==> src/rtl/sd1010_pattern_tx.sv <==
// Serial frame transmitter feeding the 1010 sequence detector: parallel words in over
// valid/ready, MSB-first bits out on dout. Define SD_TX_MARK_EN to build the pattern_mark output.
module sd1010_pattern_tx #(
    parameter int                 WIDTH      = 8,
    parameter int                 GAP_CYCLES = 0,
    parameter logic               IDLE_LEVEL = 1'b0,
    parameter int                 PAT_LEN    = 4,
    parameter logic [PAT_LEN-1:0] PATTERN    = 4'b1010
) (
    input  logic             clk,
    input  logic             reset,
    input  logic [WIDTH-1:0] load_data,
    input  logic             load_valid,
    output logic             load_ready,
    output logic             dout,
    output logic             dout_valid,
    output logic             busy,
`ifdef SD_TX_MARK_EN
    output logic             pattern_mark,
`endif
    output logic             frame_done
);

    typedef enum logic [1:0] {IDLE, SHIFT, GAP} state_t;

    localparam int BW = $clog2(WIDTH + 1);
    localparam int GW = (GAP_CYCLES > 0) ? $clog2(GAP_CYCLES + 1) : 1;
    localparam logic [BW-1:0] BIT_LAST = BW'(WIDTH - 1);
    localparam logic [GW-1:0] GAP_LAST = GW'((GAP_CYCLES > 0) ? GAP_CYCLES - 1 : 0);

    if (WIDTH < 2 || PAT_LEN < 2 || $bits(PATTERN) != PAT_LEN) begin : g_bad_cfg
        $error("sd1010_pattern_tx: illegal WIDTH/PAT_LEN/PATTERN");
    end

    state_t           state, state_nx;
    logic [BW-1:0]    bit_cnt, bit_cnt_nx;
    logic [GW-1:0]    gap_cnt, gap_cnt_nx;
    logic [WIDTH-1:0] sreg, sreg_nx;
    logic             dout_nx, dout_valid_nx, frame_done_nx, busy_nx;
    logic             last_bit, accept;

    // bit_cnt holds the index of the bit currently on dout; 0 marks the LSB cycle
    always_comb begin
        last_bit      = (state == SHIFT) && (bit_cnt == '0);
        load_ready    = (state == IDLE) || (last_bit && (GAP_CYCLES == 0));
        accept        = load_valid & load_ready;
        state_nx      = state;
        bit_cnt_nx    = bit_cnt;
        gap_cnt_nx    = gap_cnt;
        sreg_nx       = sreg;
        dout_nx       = IDLE_LEVEL;
        dout_valid_nx = 1'b0;
        frame_done_nx = 1'b0;
        if (accept) begin
            state_nx      = SHIFT;
            bit_cnt_nx    = BIT_LAST;
            sreg_nx       = {load_data[WIDTH-2:0], 1'b0};
            dout_nx       = load_data[WIDTH-1];
            dout_valid_nx = 1'b1;
        end else begin
            case (state)
                SHIFT: begin
                    if (last_bit) begin
                        bit_cnt_nx = '0;
                        if (GAP_CYCLES > 0) begin
                            state_nx   = GAP;
                            gap_cnt_nx = GAP_LAST;
                        end else begin
                            state_nx = IDLE;
                        end
                    end else begin
                        bit_cnt_nx    = bit_cnt - BW'(1);
                        sreg_nx       = sreg << 1;
                        dout_nx       = sreg[WIDTH-1];
                        dout_valid_nx = 1'b1;
                        frame_done_nx = (bit_cnt == BW'(1));
                    end
                end
                GAP: begin
                    if (gap_cnt == '0) begin
                        state_nx = IDLE;
                    end else begin
                        gap_cnt_nx = gap_cnt - GW'(1);
                    end
                end
                default: ;
            endcase
        end
        busy_nx = (state_nx != IDLE);
    end

    always_ff @(posedge clk or posedge reset) begin
        if (reset) begin
            state      <= IDLE;
            bit_cnt    <= '0;
            gap_cnt    <= '0;
            dout       <= IDLE_LEVEL;
            dout_valid <= 1'b0;
            busy       <= 1'b0;
            frame_done <= 1'b0;
        end else begin
            state      <= state_nx;
            bit_cnt    <= bit_cnt_nx;
            gap_cnt    <= gap_cnt_nx;
            dout       <= dout_nx;
            dout_valid <= dout_valid_nx;
            busy       <= busy_nx;
            frame_done <= frame_done_nx;
        end
    end

    // Shift data carries no control meaning, so it is left out of reset
    always_ff @(posedge clk) begin
        sreg <= sreg_nx;
    end

`ifdef SD_TX_MARK_EN
    localparam int FW = $clog2(PAT_LEN + 1);

    logic [PAT_LEN-1:0] hist, hist_nx;
    logic [FW-1:0]      fill, fill_nx;
    logic               mark_nx;

    // Mark is registered, so it compares the upcoming line bit against the shifted history
    always_comb begin
        hist_nx = {hist[PAT_LEN-2:0], dout};
        fill_nx = (fill == FW'(PAT_LEN)) ? fill : fill + FW'(1);
        mark_nx = (fill_nx >= FW'(PAT_LEN - 1)) &&
                  ({hist_nx[PAT_LEN-2:0], dout_nx} == PATTERN);
    end

    always_ff @(posedge clk or posedge reset) begin
        if (reset) begin
            hist         <= {PAT_LEN{IDLE_LEVEL}};
            fill         <= '0;
            pattern_mark <= 1'b0;
        end else begin
            hist         <= hist_nx;
            fill         <= fill_nx;
            pattern_mark <= mark_nx;
        end
    end
`endif

endmodule
==> config.mk <==
export PLATFORM = sky130hd
export DESIGN_NAME = sd1010_pattern_tx
export DESIGN_NICKNAME = d
export VERILOG_FILES = /design/src/rtl/sd1010_pattern_tx.sv
export SDC_FILE = /design/constraint.sdc
export NUM_CORES = 1
export LEC_CHECK = 0
export BUFFER_PORTS_ARGS = -buffer_cell sky130_fd_sc_hd__buf_4
export CAP_MARGIN = 20
export CORE_MARGIN = 4
export CORE_UTILIZATION = 45
export CTS_CLUSTER_SIZE = 25
export DETAILED_ROUTE_END_ITERATION = 16
export GPL_ROUTABILITY_DRIVEN = 0
export HOLD_SLACK_MARGIN = 0.12
export PLACE_DENSITY = 0.67
export SKIP_CTS_REPAIR_TIMING = 1
export SLEW_MARGIN = 0
export SYNTH_ARGS = -nofsm -noshare
export SYNTH_HDL_FRONTEND = slang
export SYNTH_SLANG_ARGS = --single-unit
==> constraint.sdc <==
create_clock -name clk -period 2.2 [get_ports clk]
set_input_delay 0.33 -clock clk [delete_from_list [all_inputs] [get_ports clk]]
set_output_delay 0.33 -clock clk [all_outputs]
set_load 0.02 [all_outputs]
## After elaboration in Yosys (flattened, before gate mapping)

Index checks and enable logic that the tools add are counted.

- Register bits after elaboration: 18
- Latch bits: 0
- Bits in writable memories: 0
- Bits in read-only memories: 0
- Bits of input ports: 11
- Output and inout port bits: 5
- Memories kept: 0

- Add/sub/neg operators: 2
- Multipliers: 0
- Divide/modulo/power cells: 0
- Magnitude comparators: 0
- Equality and inequality tests: 4
- Shift-type cells: 0
- Mux-type cells: 20
- Bitwise operators: 2
- Reductions and logical operators: 8

Operators with widths:

| kind | number |
|---|---|
| $mux W8 | 3 |
| $mux W4 | 3 |
| $mux W1 | 10 |
| $mux W2 | 3 |
| $eq A4 B1 Y1 const B | 1 |
| $logic_not A4 Y1 | 1 |
| $pmux W2 S2 | 1 |
| $reduce_and A2 Y1 | 2 |
| $reduce_bool A2 Y1 | 2 |
| $sub A4 B1 Y4 const B | 1 |
| $eq A2 B1 Y1 const B | 1 |
| $eq A2 B2 Y1 const B | 1 |
| $logic_not A2 Y1 | 1 |
| $ne A2 B1 Y1 const B | 1 |
| $and A1 B1 Y1 | 1 |
| $logic_and A1 B1 Y1 | 1 |
| $logic_or A1 B1 Y1 | 1 |
| $not A1 Y1 | 1 |
| $sub A1 B1 Y1 const B | 1 |

## Logic depth before layout (Yosys ltp)

- Depth in word-level cells: 6
- Mapped depth: 7
- Gate-level depth less buffers: 5

## Least setup slack after synthesis

Ideal clock, no wire load.

- Path type: register to register
- Start point: register state[1]
- End point: register sreg[3], data pin
- Library setup time: 0.260 ns
- Arrival time: 1.483 ns
- Required time: 1.940 ns
- Path slack: 0.457 ns
- Stages on the path, launching flop included: 8
- Buffers on the path: 2
- Path through: dfrtp_1 inv_1 ha_1 buf_4 nand4bb_1 a21bo_2 buf_6 mux2_4

- Longest elaborated chain between the ends: 5
- Elaborated cells between the ends (all ways): 6
- Classes of those cells: eq/ne: 1; mux: 1; bitwise: 1; reduce/logical: 3

Ends and longest elaborated chain:

| element | RTL line | RTL |
|---|---|---|
| start, declared | 35 | `state_t state, state_nx;` |
| start signal, assigned | 102 | `state <= state_nx;` |
| $eq A2 B1 Y1 | 44 | `last_bit = (state == SHIFT) && (bit_cnt == '0);` |
| $logic_and A1 B1 Y1 | 44 |  |
| $logic_or A1 B1 Y1 * | 45 | `load_ready = (state == IDLE) \|\| (last_bit && (GAP_CYCLES == 0));` |
| $and A1 B1 Y1 * | 46 | `accept = load_valid & load_ready;` |
| $mux W8 * | 54 | `if (accept) begin` |
| via sreg_nx[3] | 38 | `logic [WIDTH-1:0] sreg, sreg_nx;` |
| end signal, assigned | 114 | `sreg <= sreg_nx;` |
| end, declared | 38 |  |

The timed path passes the listed nets; every way through them passes the cells marked *.
A chain may end at the register's enable or synchronous reset.

## Worst setup path after layout

- Start point: register state[0]
- End point: register sreg[7], data pin

Same word-level chain as after synthesis.

==> metrics <==
critical-path maximum fanout 14; largest net degree at the start of global routing 15; worst r2r path cells 4; f_max about 540 MHz; outcome finished, final reports clean; GRT Util Overall 11.8%; setup TNS 0 ns; Post-synth top cells dfrtp_1, inv_1, nand2_1, edfxtp_1, ha_1; cell count along the critical path 4; HP Class primary input to flip-flop; Reg2Reg Setup Slack 0.33 ns; antenna-violating nets left 0; most frequent cell after synthesis dfrtp_1; Starting Density 47.7%; leading area contributor after synthesis dfrtp_1; Rows 15; DP Wirelength 1040 um; Fill cells 161; Synth Register Bits 17; Lkg Pwr 0.472 nW; Port-buffer cells 15; Worst Path Class, Setup flip-flop to flip-flop; critical path arrival 1.90 ns; Largest delay share family, worst path flip-flops; Clock Sinks 17; ant diodes 0; Power Density 1290 nW/um^2; reg-to-reg critical path endpoint sreg[7]; layout cell share with drive strength beyond 1 30.2%; top cell type's share of synthesized area 30.0%; crit path to sreg[7]; count of final setup violators 0; clk buf depth 2; clock latency at the later pin of the worst-skew pair 0.28 ns; Root Driver clkbuf_4; RSZ-0062 raised after global routing false; CTS tree built; multi-input gate area in the final layout roughly 320 sq um; max_cap viols 0; first-pass GRT wire length 2300 um; cell area after synthesis 833 sq um; worst slew pin tran 0.381 ns; Die W roughly 51 um; area grow syn2layout 20.3%; net count after synthesis 84; Worst Setup End Kind flip-flop; max incr delay on CP 0.43 ns; Synth Instances 67; overflow left after global routing 0; Clk pin slew, worst setup/hold paths approximately 0.10 ns; final hold vios 0; placed inst area ~970 sq um; Max stage delay cell, worst path dfrtp_1; top_reg_cell synth dfrtp_1; IO Pins 16; VDD IR-drop max 0.657 mV; H-tree levels 1; Die Area 2600 sq um; WL final roughly 1300 um; Post-synth EDFFs 7; DRC 0; TritonRoute pass-1 iters 4; worst r2r src state[0]; CP Cell Sequence ha_1, nand4bb_1, a21bo_2, mux2_2; Nets roughly 100; Critical Path RT roughly 2.2 ns; TritonCTS buffer count 3; crit path launch state[0]; Sequential Area 460 sq um; sequential cell area fraction in the yosys report 55.3%; synth unique cells 24; worst rel slew slack 74.6%; drt wl/cell 12.1 um; vias in the first global route 537; vias per cell roughly 4.9; clk_skew 0.00322 ns; share of flip-flops with an asynchronous set or reset between 50% and 60%; core area 1750 sq um; finished layout cell area 1000 sq um; fin cells 111; Starting DRT DRC Count 5; Startpoint Class flip-flop; Final Cycle Share 84.9%; Buf+Inv Stages, Crit Path 0; Area contributors post-synth dfrtp_1, edfxtp_1, ha_1, mux2_2, inv_1; Warnings, synthesis 0; DR vias 544; max-slew violation count 0; initial antenna violation count 0; post-layout min period 1.87 ns; dpl cells 106; Die Height 51.0 um; Avg Cell Area, Syn 12.4 sq um
[through the flow]
stage	setup slack [ns]	utilization (%)	hold slack [ns]	total power, mW
detailed placement	0.331	55.3	0.340	1.15
CTS	0.313	56.8	0.0253	1.31
floorplan	0.457	-	0.170	0.987
global placement	0.367	55.3	0.337	1.13
global route	0.160	57.4	0.241	1.40
finish	0.333	57.4	0.251	1.29
[placed cells by master, fill, tap and decap left out, drive strengths merged]
| cell type | n |
|---|---|
| a21bo | 1 |
| o221ai | 2 |
| inv | 8 |
| mux2 | 6 |
| and3 | 1 |
| nand2 | 8 |
| a21oi | 2 |
| clkbuf | 4 |
| buf | 16 |
| nand2b | 3 |
| edfxtp | 7 |
| nand3 | 1 |
| nor2 | 1 |
| nand4bb | 1 |
| nor4b | 1 |
| ha | 6 |
| mux2i | 1 |
| dfrtp | 10 |
| o211ai | 2 |
| dlygate4sd3 | 1 |
| nand3b | 1 |
| o22ai | 1 |
| o21ai | 1 |
| nand4b | 1 |
[report_power, final]
group | internal (mW) | switching [mW]
clock network | 0.0702 | 0.0910
registers | 0.507 | 0.0671
logic | 0.262 | 0.296
[cells by family after synthesis]
family                   count (synthesis)  synth area share, %
AO/OA/AOI/OAI                            9                 7.66
adder cells (fa/ha/maj)                  6                 9.01
buffers and inverters                   10                 5.86
flip-flops                              17                 55.3
multiplexers                             7                 10.2
AND/OR/NAND/NOR                         18                 12.0
[how the worst min path moves through the flow]
stage                from         end  slack (ns)  cells past startpoint
4_1_cts             reset  dout_valid        0.03                      2
3_5_place_dp        reset  dout_valid        0.34                      2
3_3_place_gp        reset  dout_valid        0.34                      2
5_1_grt        load_valid  bit_cnt[3]        0.24                      2
2_1_floorplan       reset  bit_cnt[0]        0.17                      1
6_report       load_valid  bit_cnt[3]        0.25                      2
[state kept, by name (all words and copies together) (netlist names)]
signal      flops
bit_cnt         4
frame_done      1
dout            1
dout_valid      1
sreg            7
state           2
busy            1
[layout make-up]
cell class | count | share of cell area [%]
inverter | 8 | 3.00
multi-input combinational | 40 | 32.3
sequential | 17 | 45.9
clock buffer | 4 | 2.62
tap | 25 | 3.12
timing repair buffer | 17 | 13.0
[routing by layer]
| metal | share of wire (%) | global-route usage [%] | vias up |
|---|---|---|---|
| li1 | - | - | 271 |
| met1 | 48 | 16.0 | 258 |
| met2 | 46 | 18.7 | 13 |
| met3 | 5.2 | 2.62 | 2 |
| met4 | 0.89 | 4.04 | 0 |
| met5 | 0 | 0 | - |
(Power assumes the default switching activity.)
